==> config.mk <==
export PLATFORM = sky130hd
export DESIGN_NAME = piso_tx_scheduler
export DESIGN_NICKNAME = d
export VERILOG_FILES = /design/src/rtl/piso_tx_scheduler.sv
export SDC_FILE = /design/constraint.sdc
export NUM_CORES = 1
export LEC_CHECK = 0
export CORE_AREA = 3 3 64 66
export DETAILED_ROUTE_END_ITERATION = 6
export DIE_AREA = 0 0 67 69
export PLACE_DENSITY = 0.73
export SYNTH_ARGS = -nofsm -noshare
export SYNTH_HDL_FRONTEND = slang
export SYNTH_SLANG_ARGS = --single-unit
==> constraint.sdc <==
create_clock -name clk -period 2 [get_ports clk]
set_input_delay 0.2 -clock clk [delete_from_list [all_inputs] [get_ports clk]]
set_output_delay 0.2 -clock clk [all_outputs]
set_load 0.005 [all_outputs]
==> src/rtl/piso_tx_scheduler.sv <==
//------------------------------------------------------------------------------
// Module      : piso_tx_scheduler
// Description : Round-robin arbiter feeding an MSB-first serializer with frame
//               strobes, output stall and an idle gap between frames.
// Revision    : 1.0 - initial release
//------------------------------------------------------------------------------
`default_nettype none

module piso_tx_scheduler #(
  parameter int DATA_W     = 8,
  parameter int NUM_REQ    = 4,
  parameter int GAP_CYCLES = 1
) (
  input  logic                         clk,
  input  logic                         rst_n,
  input  logic [NUM_REQ-1:0]           req_valid,
  input  logic [NUM_REQ*DATA_W-1:0]    req_data,
  output logic [NUM_REQ-1:0]           req_ready,
  input  logic                         hold,
  output logic                         ser_out,
  output logic                         ser_valid,
  output logic                         frame_start,
  output logic                         frame_end,
  output logic [$clog2(NUM_REQ)-1:0]   grant_id,
  output logic                         busy
);

  localparam int IDX_W = $clog2(NUM_REQ);
  localparam int BCW   = $clog2(DATA_W);
  localparam int GCW   = $clog2(GAP_CYCLES) + 1;

  localparam logic [1:0] ST_IDLE  = 2'd0;
  localparam logic [1:0] ST_SHIFT = 2'd1;
  localparam logic [1:0] ST_GAP   = 2'd2;

  logic [1:0]        state, state_nxt;
  logic [DATA_W-1:0] shreg;
  logic [BCW-1:0]    bit_cnt;
  logic [GCW-1:0]    gap_cnt;
  logic [IDX_W-1:0]  last;
  logic [IDX_W-1:0]  winner;
  logic              found;
  logic              last_bit;
  logic              gap_done;

  assign last_bit = (bit_cnt == BCW'(DATA_W - 1));
  assign gap_done = (gap_cnt == GCW'(GAP_CYCLES - 1));

  // Search starts just after the previous winner, wrapping modulo NUM_REQ.
  always_comb begin
    int               idx_int;
    logic [IDX_W-1:0] idx_sel;
    winner  = '0;
    found   = 1'b0;
    idx_int = 0;
    idx_sel = '0;
    for (int k = 1; k <= NUM_REQ; k++) begin
      idx_int = (int'(last) + k) % NUM_REQ;
      idx_sel = IDX_W'(idx_int);
      if (!found && req_valid[idx_sel]) begin
        found  = 1'b1;
        winner = idx_sel;
      end
    end
  end

  always_ff @(posedge clk) begin
    if (!rst_n) state <= ST_IDLE;
    else        state <= state_nxt;
  end

  always_comb begin
    state_nxt = state;
    case (state)
      ST_IDLE:  if (found)             state_nxt = ST_SHIFT;
      ST_SHIFT: if (!hold && last_bit) state_nxt = ST_GAP;
      ST_GAP:   if (gap_done)          state_nxt = ST_IDLE;
      default:                         state_nxt = ST_IDLE;
    endcase
  end

  always_comb begin
    req_ready   = '0;
    ser_out     = 1'b0;
    ser_valid   = 1'b0;
    frame_start = 1'b0;
    frame_end   = 1'b0;
    busy        = (state == ST_SHIFT) || (state == ST_GAP);
    // Gating with rst_n keeps the handshake quiet while reset is held.
    if (rst_n && state == ST_IDLE && found)
      req_ready = NUM_REQ'(1) << winner;
    if (state == ST_SHIFT) begin
      ser_out     = shreg[DATA_W-1];
      ser_valid   = !hold;
      frame_start = !hold && (bit_cnt == '0);
      frame_end   = !hold && last_bit;
    end
  end

  always_ff @(posedge clk) begin
    if (!rst_n) begin
      shreg    <= '0;
      bit_cnt  <= '0;
      gap_cnt  <= '0;
      grant_id <= '0;
      last     <= IDX_W'(NUM_REQ - 1);
    end else begin
      case (state)
        ST_IDLE: begin
          if (found) begin
            shreg    <= req_data[winner*DATA_W +: DATA_W];
            grant_id <= winner;
            last     <= winner;
            bit_cnt  <= '0;
          end
        end
        ST_SHIFT: begin
          if (!hold) begin
            shreg <= {shreg[DATA_W-2:0], 1'b0};
            if (last_bit) gap_cnt <= '0;
            else          bit_cnt <= bit_cnt + 1'b1;
          end
        end
        ST_GAP: begin
          if (!gap_done) gap_cnt <= gap_cnt + 1'b1;
        end
        default: ;
      endcase
    end
  end

endmodule

`default_nettype wire
* Word-level counts from Yosys, hierarchy flattened
Index checks and enable logic that the tools add are counted.
Storage, ports and cells: logic and storage cells 84, output and inout bits 11, bits of input ports 39, register bits after elaboration 18
Cells by class: equal/unequal tests 9, shift operators 2, muxes and demuxes 36, magnitude comparators 4, $add $sub $neg 6, reduce and logical (&&, ||, !) cells 21
Operators by type and width (count):
- indexed part select 32 x 6 -> 8 bit | 1
- two-way mux 8 bit | 2
- case mux 8 bit (2 select lines) | 1
- two-way mux 1 bit | 15
- two-way mux 2 bit | 7
- less-than comparator 2 x 3 -> 1 bit (second input constant) | 4
- != test 2 bit (second input constant) | 6
- two-way mux 3 bit | 3
- AND reduction 3 bit | 3
- binary-select mux 1 bit (select 2 bit) | 4
- logical AND 1 bit | 7
- case mux 2 bit (3 select lines) | 1
- case mux 3 bit (2 select lines) | 1
- adder 2 x 1 -> 2 bit (second input constant) | 2
- adder 2 bit (second input constant) | 2
- logical NOT 1 bit | 4
- two-way mux 4 bit | 1
- AND reduction 4 bit | 1
- nonzero test 2 bit | 2
- left shift 1 x 2 -> 4 bit (first input constant) | 1
- adder 3 x 1 -> 3 bit (second input constant) | 1
- == test 3 bit (second input constant) | 1
- logical NOT 3 bit | 1
- == test 2 x 1 -> 1 bit (second input constant) | 1
- other kinds (6) | 6

* Longest topological paths before layout
Gate-level depths: netlist of run 1.
depth in word-level cells 16, mapped depth 7, mapped depth without buffers 7

* Worst setup path before layout of run 1
OpenSTA, ideal clock, no wires.
path kind reg2reg, from reg last[1], to reg shreg[0], setup time 0.117 ns, cell stages (with the launch flop) 7, path slack 0.113 ns, data required time 1.883 ns, data arrival time 1.771 ns, buffers on the path 1, period minus slack after synthesis 1.887 ns, cells stage by stage dfxtp_1 buf_2 mux2_1 a22oi_1 o21a_1 mux4_2 a22o_1
On the way: longest elaborated chain between the ends 16, elaborated cells between the ends (all ways) 31, those cells by class add/sub (4); eq/ne (1); shift (1); mux (18); reduce/logical (7)
Ends and longest elaborated chain:
- start, declared | line 40 | logic [IDX_W-1:0] last;
- start signal, assigned | line 106 | last <= IDX_W'(NUM_REQ - 1);
- start signal, assigned | line 113 | last <= winner;
- adder 2 x 1 -> 2 bit | line 58 | idx_int = (int'(last) + k) % NUM_REQ;
- binary-select mux 1 bit (select 2 bit) | line 60 | if (!found && req_valid[idx_sel]) begin
- two-way mux 1 bit (implied by the code) | line 60
- two-way mux 1 bit | line 60
- logical NOT 1 bit | line 60
- logical AND 1 bit | line 60
- two-way mux 1 bit | line 60
- logical NOT 1 bit | line 60
- logical AND 1 bit | line 60
- two-way mux 1 bit | line 60
- logical NOT 1 bit | line 60
- logical AND 1 bit | line 60
- two-way mux 2 bit | line 60
- indexed part select 32 x 6 -> 8 bit | line 111 | shreg <= req_data[winner*DATA_W +: DATA_W];
- two-way mux 8 bit | line 110 | if (found) begin
- case mux 8 bit (2 select lines) | line 108 | case (state)
- end signal, assigned | line 111
- end signal, assigned | line 119 | shreg <= {shreg[DATA_W-2:0], 1'b0};
- end, declared | line 37 | logic [DATA_W-1:0] shreg;
Parallel ways exist; a longest one is shown, timed or not. The select of a mux whose other input is x is not followed. A chain may end at the register's enable or synchronous reset.

* Worst setup path in the final report of run 1
from in req_valid[2], to reg shreg[0]
On the way: longest elaborated chain between the ends 15, elaborated cells between the ends (all ways) 27, those cells by class eq/ne (1); shift (1); mux (18); reduce/logical (7)
Ends and longest elaborated chain:
- start, declared | line 16 | input logic [NUM_REQ-1:0] req_valid,
- binary-select mux 1 bit (select 2 bit) | line 60
- two-way mux 1 bit (implied by the code) | line 60
- two-way mux 1 bit | line 60
- logical NOT 1 bit | line 60
- logical AND 1 bit | line 60
- two-way mux 1 bit | line 60
- logical NOT 1 bit | line 60
- logical AND 1 bit | line 60
- two-way mux 1 bit | line 60
- logical NOT 1 bit | line 60
- logical AND 1 bit | line 60
- two-way mux 2 bit | line 60
- indexed part select 32 x 6 -> 8 bit | line 111
- two-way mux 8 bit | line 110
- case mux 8 bit (2 select lines) | line 108
Parallel ways exist; a longest one is shown, timed or not. The select of a mux whose other input is x is not followed.

==> results.md, run 1 <==
- The tightest min-delay check is of the flop to flop type.
- For this run the aggregate overflow at the end of global routing stands at 0.
- From left edge to right edge, the die measures 67 um.
- The worst hold path terminates at grant_id[1]$_SDFFE_PN0P_.
- During I/O placement, the number of pins put on the boundary was 50.
- The post-CTS clock slew at the launch and capture registers of the worst setup and hold paths is 0.07 ns.
- The final net count is 310.
- The quantity of hold-fixing buffers added after cts is 0.
- The start point of the worst hold path is grant_id[1]$_SDFFE_PN0P_.
- Setup violations remaining at the end of the flow were counted as 0.
- After detailed routing, the total wire length is 4410 um.
- The core area is ~3600 um^2.
- The most frequently used cell type in the post-synthesis netlist is dfxtp_1.
- Fill cells in the final layout number between 300 and 400.
- The setup TNS after final layout is 0 ns.
- The number of maximum-capacitance violations is 0.
- The wire-length estimate of the detail-placed layout is 3370 um.
- The startpoint identified for the worst register-to-register timing path is last[1]$_SDFFE_PN1P_.
- The relative area change from synthesis to final layout is 66.5%.
- The post-synthesis net count is 222.
- The total cell area at the placement stage is around 2200 um^2.
- Entering global routing, the biggest net connects 18 pins.
- The static leakage is 1.00 nW.
- The highest cell delay on the worst timing path is 0.49 ns.
- The worst reg-to-reg path cell count is 6.
- The number of cells in the design after placement is 301.
- The number of slew-limit violations in the final report was 0.
- The first-pass iteration count of the detailed router is 4.
- The number of unique standard cell types used by synthesis is 48.
- The first global-routing pass estimated 7400 um of wire.
- The sequential fraction of the synthesis area is 0.238.
- In the synthesized netlist the dominant register cell turns out to be dfxtp_1.
- The run finished with clean final reports.
- The routed layout has between 1500 and 2000 vias.
- For this design, the slowest cell found on the critical path is mux4_2.
- The startpoint type of the worst setup path is a primary input.
- Subtracting the final worst setup slack from the clock period gives roughly 2 ns.
- In this run the tool buffered the top-level ports with 49 buffer cells.
- The dominant cell type by count on the critical path is buf_6.
- After detailed routing, the average wire length per cell comes to 14.1 um.
- The TritonCTS clock tree is yes.
- Of the available clock period, the critical path in the final layout requires 0.980.
- By area the synthesized netlist is led by dfxtp_1, o21ai_0, a21boi_0, ha_1, o211ai_1.
- The gate count after technology mapping is 178.
- For this run, the total global-route usage over all layers was measured as 0.201.
- For this run, design rule violations remaining after detail routing come to 0.
- Counting instances, the worst hold path has a depth of 2.
- The worst register-to-register path ends at shreg[0]$_SDFFE_PN0P_.
- The effective utilization at floorplan is 0.393.
- The CTS H-tree depth is 1.
- In the synthesized netlist the async set-or-reset flop fraction comes to 0.
- The category of the most critical setup path is primary input to flop.
- The largest voltage drop on the vdd net is 0.369 mV.
- The clock arrives with 0.00884 ns of skew.
- Yosys printed 0 warnings.
- Headroom to the max-slew limit came out at 0.776.
- The netlist area before placement is 1430 um^2.
- The repair_antennas step left the layout with diodes totalling 0.
- The number of failing hold endpoints at the final stage came to 0.
- In the final layout, the share of cells above drive strength 1 is 0.313.
- The clock net in this run drives a total of 17 sinks.
- The via count of the first global-routing pass is 1590.
- The endpoint type of the worst setup path is a flop.
- The synthesized design contains 17 register bits.
- The maximum clock frequency is 0.510 GHz.
- The initial antenna violation count is 0.
- Clock tree synthesis inserted a total of 3 buffers.
- The ratio of routed vias to standard cells is 5.31.
- The final standard cell area without fillers is 2380 um^2.
- The initialized floorplan defines 22 standard-cell rows.
- The vertical die dimension is 69 um.
- The per-instance average area after synthesis is 8.02 um^2.
- The detailed router finished its first iteration with 86 violations.
- No sink is reached through more buffers than the 2 on the longest clock path.
- For this run, the share of the core covered by cells in the final layout is 0.654.
- The portion of synthesized cell area occupied by the leading cell type is 0.238.
- The leading area contributor after synthesis is dfxtp_1.
- For the pin with the worst max-slew slack, the measured transition is 0.335 ns.
- STA puts the critical path data required time at ~2.2 ns.
- The flop-to-flop setup slack is 0.04 ns.
- Walking the worst path, the cells encountered are clkdlybuf4s50_1 -> buf_6 -> nor2b_4 -> a22oi_2 -> o21a_2 -> buf_6 -> mux4_2 -> a22o_1.
- The cell chosen for the clock root is clkbuf_8.
- In this run the remaining antenna-violating nets after routing total 0.
- The clock latency at the later pin of the worst-skew pair is between 0.2 and 0.3 ns.
- Along the worst path, the maximum fanout reaches 8.
- The number of enable-type register cells in the synthesized netlist is 0.
- After synthesis, the most frequently instantiated cells are dfxtp_1, o21ai_0, nand2_1.
- The count of non-filler cells in the finished layout is 313.
- At the end of routability-driven placement, the weighted congestion stood at 0.878.
- The power per cell area is 611 nW/um^2.
- Data on the critical path arrives at its endpoint at 2.11 ns.
- The area of the die is 4620 um^2.
-- layout by cell type (no fill, tap or decap), drive strengths merged, types with 5 or more instances in the layout --
cell type	instances
o21ai	17
a21boi	9
a21o	5
nor2b	6
and2	5
nand2	14
clkdlybuf4s50	42
a21oi	5
nand3	11
dfxtp	17
inv	13
buf	41
ha	5
o211ai	9
nor2	14
clkbuf	5
-- worst max-delay path by stage --
stage                                     from                    end  slack (ns)
after detailed placement          req_valid[3]           req_ready[0]       -0.37
after global routing      last[1]$_SDFFE_PN1P_  shreg[0]$_SDFFE_PN0P_       -0.02
final                             req_valid[2]  shreg[0]$_SDFFE_PN0P_        0.04
after floorplan           last[1]$_SDFFE_PN1P_  shreg[0]$_SDFFE_PN0P_        0.11
after global placement            req_valid[1]           req_ready[2]       -0.40
after CTS                         req_valid[1]           req_ready[3]        0.03
-- registers in the layout (all words and copies together), names as in the netlist --
name      cells
bit_cnt       3
last          2
state         2
shreg         8
grant_id      2
-- cell families after synthesis --
logic type / count (synthesis) / synth area share
AND/OR/NAND/NOR: 63 / 0.238
AO/OA/AOI/OAI: 68 / 0.372
flip-flops: 17 / 0.238
multiplexers: 5 / 0.0473
adder cells (fa/ha/maj): 5 / 0.0438
buffers and inverters: 20 / 0.0613
-- layout make-up --
class | count | area [um^2] | area share
clock buffer | 3 | 41.3 | 0.0174
inverter | 13 | 48.8 | 0.0205
clock inverter | 1 | 5.00 | 0.00211
sequential | 17 | 343 | 0.144
timing repair buffer | 90 | 801 | 0.337
tap | 48 | 60.1 | 0.0253
multi-input combinational | 141 | 1080 | 0.454
-- metal layers --
layer / share of wire / vias up / global-route usage
met4: 0.019 / 0 / 0.0653
met2: 0.48 / 62 / 0.316
li1: - / 837 / -
met1: 0.43 / 754 / 0.283
met5: 0 / - / 0
met3: 0.069 / 8 / 0.0195
-- what timing repair did --
action,in CTS,in global routing
hold endpoints to repair,0,0
setup endpoints to repair,11,4
resized for setup,24,12
setup buffers,5,3
pin swaps,2,5
-- per-stage QoR --
step	hold slack (ns)	total power [mW]	setup slack (ns)
after floorplan	0.359	0.802	0.113
after global placement	0.459	1.11	-0.396
after detailed placement	0.463	1.12	-0.372
after CTS	0.473	1.42	0.0262
after global routing	0.500	1.55	-0.0203
final	0.466	1.45	0.0402
-- critical path, delay by kind of cell --
family          cells  cell delay, ns
buf+inv             3            0.72
compound gates      3            0.64
mux                 1            0.49
simple gates        1            0.05
-- report_power, final --
part	total [mW]	internal, mW	switching (mW)	leakage [nW]
clock network	0.258	0.138	0.120	0.0255
logic	0.759	0.407	0.352	0.837
registers	0.436	0.397	0.0387	0.140
Note: power is estimated with default switching activity, not from simulation.
==> inputs of run 2 (changes only) <==
--- a/config.mk
+++ b/config.mk
@@ -5,10 +5,10 @@
 export SDC_FILE = /design/constraint.sdc
 export NUM_CORES = 1
 export LEC_CHECK = 0
-export CORE_AREA = 3 3 64 66
+export CORE_AREA = 3 3 68 70
 export DETAILED_ROUTE_END_ITERATION = 6
-export DIE_AREA = 0 0 67 69
-export PLACE_DENSITY = 0.73
+export DIE_AREA = 0 0 71 73
+export PLACE_DENSITY = 0.65
 export SYNTH_ARGS = -nofsm -noshare
 export SYNTH_HDL_FRONTEND = slang
 export SYNTH_SLANG_ARGS = --single-unit
==> run 2 against run 1 <==
Worst hold slack better by 0.0018 ns. Sequential share of layout area is 0.31 points higher. Final area is 2.8% lower. Routed wire length is 1.2% lower. Final cell count is 1.6% lower. Utilization is 8.1 points lower. Clock power hardly changed. Setup slack better by 0.029 ns. First-iteration DRC count is 10% lower. Largest cell class unchanged. Largest power group unchanged.
==> results.md, run 2 (synthesis gave the netlist of run 1 again) <==
- The final standard cell area without fillers is 2310 um^2 (-2.8%).
- The largest registers in the layout are shreg (8), bit_cnt (3).
- The site row count came to 23 (+4.5%).
- The weighted congestion at the end of routability-driven global placement is 0.800 (-9.0%).
- The top-level I/O count is 50 (unchanged).
- The number of buffers on the longest clock path is 2 (unchanged).
- The vertical die dimension is 73 um (+5.8%).
- The most common cell after layout, fill and taps aside is clkdlybuf4s50_1.
- The worst setup path startpoint is req_valid[2].
- The post-layout total power is 1.41 mW (-2.9%).
- The number of remaining DRC errors is 0 (unchanged).
- The number of flip-flops under the largest register name is 8 (unchanged).
- The number of setup violations in the final report is 0 (unchanged).
- The count of nets left with antenna violations after detail routing is 0 (unchanged).
- The met1 global-route usage is 0.229 (-0.0543).
- The clock latency at the later pin of the worst-skew pair came to 0.25 ns (about the same).
- The met2 usage in global routing is 0.294 (-0.0220).
- The CTS sink count is 17 (unchanged).
- The total cell area at the placement stage is 2170 um^2 (-0.57%).
- The headroom to the max-slew limit is 0.749 (-0.0274).
- The antenna diode count is 0 (unchanged).
- The setup TNS after final layout is 0 ns (unchanged).
- The final critical delay including setup and external delays came to 1.93 ns (-0.0289 ns).
- The routed wire length is 4350 um (-1.2%).
- The via count of the first global-routing pass came to 1581 (-0.57%).
- The pin count of the biggest net entering global routing is 18 (unchanged).
- The run finished with clean final reports.
- The average routed wire per standard cell is 14.1 um (+0.36%).
- The category of the most critical setup path is primary input to flop.
- The number of failing hold endpoints at the final stage is 0 (unchanged).
- The data arrival time of the critical path is 2.08 ns (-0.03 ns).
- The effective utilization at floorplan is 0.354 (-0.0386).
- The total half-perimeter wirelength after legalization and detailed placement is 3580 um (+6.0%).
- The maximum clock frequency came to 0.518 GHz (+1.5%).
- In this run the critical register-to-register path is launched from last[1]$_SDFFE_PN1P_.
- The path class of the tightest hold or removal check is flop to flop.
- The wire length of the first global-routing pass is 7230 um (-2.2%).
- The worst clock skew on the final layout is 0.00463 ns (-0.00421 ns).
- The number of maximum-capacitance violations is 0 (unchanged).
- The TritonCTS clock tree is yes.
- The first-pass iteration count of the detailed router was 4 (unchanged).
- STA classifies the critical path startpoint as a primary input.
- The endpoint identified for the worst register-to-register timing path is shreg[0]$_SDFFE_PN0P_.
- The global-route congestion overflow total is 0 (unchanged).
- The worst reg-to-reg path cell count is 5 (-1).
- The share of cells above drive strength 1 is 0.275 (-0.0380).
- The final net count was 303 (-2.3%).
- The DRC marker count from the first detailed-route iteration is 77 (-10%).
- The relative area change from synthesis to final layout is 61.9%.
- The maximum fanout encountered on the critical timing path is 7 (-1).
- The ratio of routed vias to standard cells came to 5.22 (-1.6%).
- The cell chosen for the clock root is clkbuf_8.
- Leaving out fill and tap cells, the most frequent cells in the layout are clkdlybuf4s50_1, buf_4, dfxtp_1.
- The met3 track demand over resource in global routing is 0.0358 (+0.0163).
- The largest voltage drop on the vdd net is 0.252 mV (-32%).
- The core area is 4030 um^2 (+11%).
- The width of the die came to 71 um (+6.0%).
- The initial antenna violation count is 0 (unchanged).
- The number of buffers added by the clock tree synthesis step is 3 (unchanged).
- The area of the die is 5180 um^2 (+12%).
- The routed via count was 1609 (-3.1%).
- The power per cell area is 610 nW/um^2 (-0.16%).
- Setup repair after global routing could not meet its margin everywhere.
- The worst setup path is captured at a flop.
- The final critical-path share of the clock period is 0.965 (-0.0144).
- The flop-to-flop setup slack is 0.07 ns (+0.03 ns).
- met2 is the most crowded layer.
- The slew at the pin closest to its max-slew limit is 0.376 ns (+0.0410 ns).
- The number of slew-limit violations in the final report was 0 (unchanged).
- The static leakage came to 0.955 nW (-4.7%).
- The post-CTS clock slew at the launch and capture registers of the worst setup and hold paths is 0.07 ns (about the same).
- The CTS H-tree depth is 1 (unchanged).
- shreg holds more flip-flops than any other register.
- The worst setup path endpoint is shreg[0]$_SDFFE_PN0P_.
- The total of buffers placed on input and output ports is 49 (unchanged).
- The worst path required time is 2.14 ns (about the same).
- The total routing resource utilization after global routing was 0.174 (-0.0268).
==> run 2: worst min-delay path by stage <==
stage                                from               endpoint  slack (ns)  cells past startpoint
detailed placement  shreg[7]$_SDFFE_PN0P_  shreg[7]$_SDFFE_PN0P_        0.46                      2
CTS                 shreg[7]$_SDFFE_PN0P_  shreg[7]$_SDFFE_PN0P_        0.47                      2
global route        shreg[7]$_SDFFE_PN0P_  shreg[7]$_SDFFE_PN0P_        0.48                      2
finish              shreg[7]$_SDFFE_PN0P_  shreg[7]$_SDFFE_PN0P_        0.47                      2
global placement    shreg[6]$_SDFFE_PN0P_  shreg[6]$_SDFFE_PN0P_        0.46                      2
floorplan                    req_data[21]  shreg[5]$_SDFFE_PN0P_        0.36                      2
==> run 2: layout make-up <==
cell class / instances / area [um^2]
Clock inverter: 1 / 5.00
Clock buffer: 3 / 41.3
Fill cell: 398 / 1720
Timing Repair Buffer: 83 / 741
Multi-Input combinational cell: 141 / 1070
Inverter: 13 / 48.8
Sequential cell: 17 / 340
Tap cell: 50 / 62.6
==> run 2: routing by layer <==
metal,part of all wire,up-vias
li1,-,823
met1,0.47,732
met2,0.46,52
met3,0.061,2
met4,0.0018,0
met5,0,-
==> run 2: critical path, stage by stage <==
cell             delay (ns)
clkdlybuf4s50_1        0.45
buf_4                  0.16
nand2b_1               0.06
a21oi_1                0.24
o21a_2                 0.24
mux4_2                 0.52
a22o_1                 0.20
==> run 2: timing repair <==
action                                  4_1_cts  5_1_grt
pin swaps                                     1        1
endpoints found under the setup margin       12        7
gates cloned                                  0        0
setup buffers                                 0        3
hold buffers                                  0        0
resized for setup                            20        6
==> run 2: through the flow <==
stage | hold WS [ns] | cells | utilization | worst slack (ns)
3_5_place_dp | 0.457 | 301 | 0.540 | -0.404
2_1_floorplan | 0.359 | 178 | - | 0.113
6_report | 0.468 | 308 | 0.574 | 0.0690
4_1_cts | 0.474 | 305 | 0.562 | 0.0510
5_1_grt | 0.478 | 308 | 0.574 | -0.00153
3_3_place_gp | 0.457 | 301 | 0.540 | -0.409
==> run 2: power by group <==
part	switching (mW)	total, mW	internal [mW]
clock network	0.120	0.258	0.138
registers	0.0389	0.435	0.396
logic	0.336	0.717	0.381
total	0.495	1.41	0.915
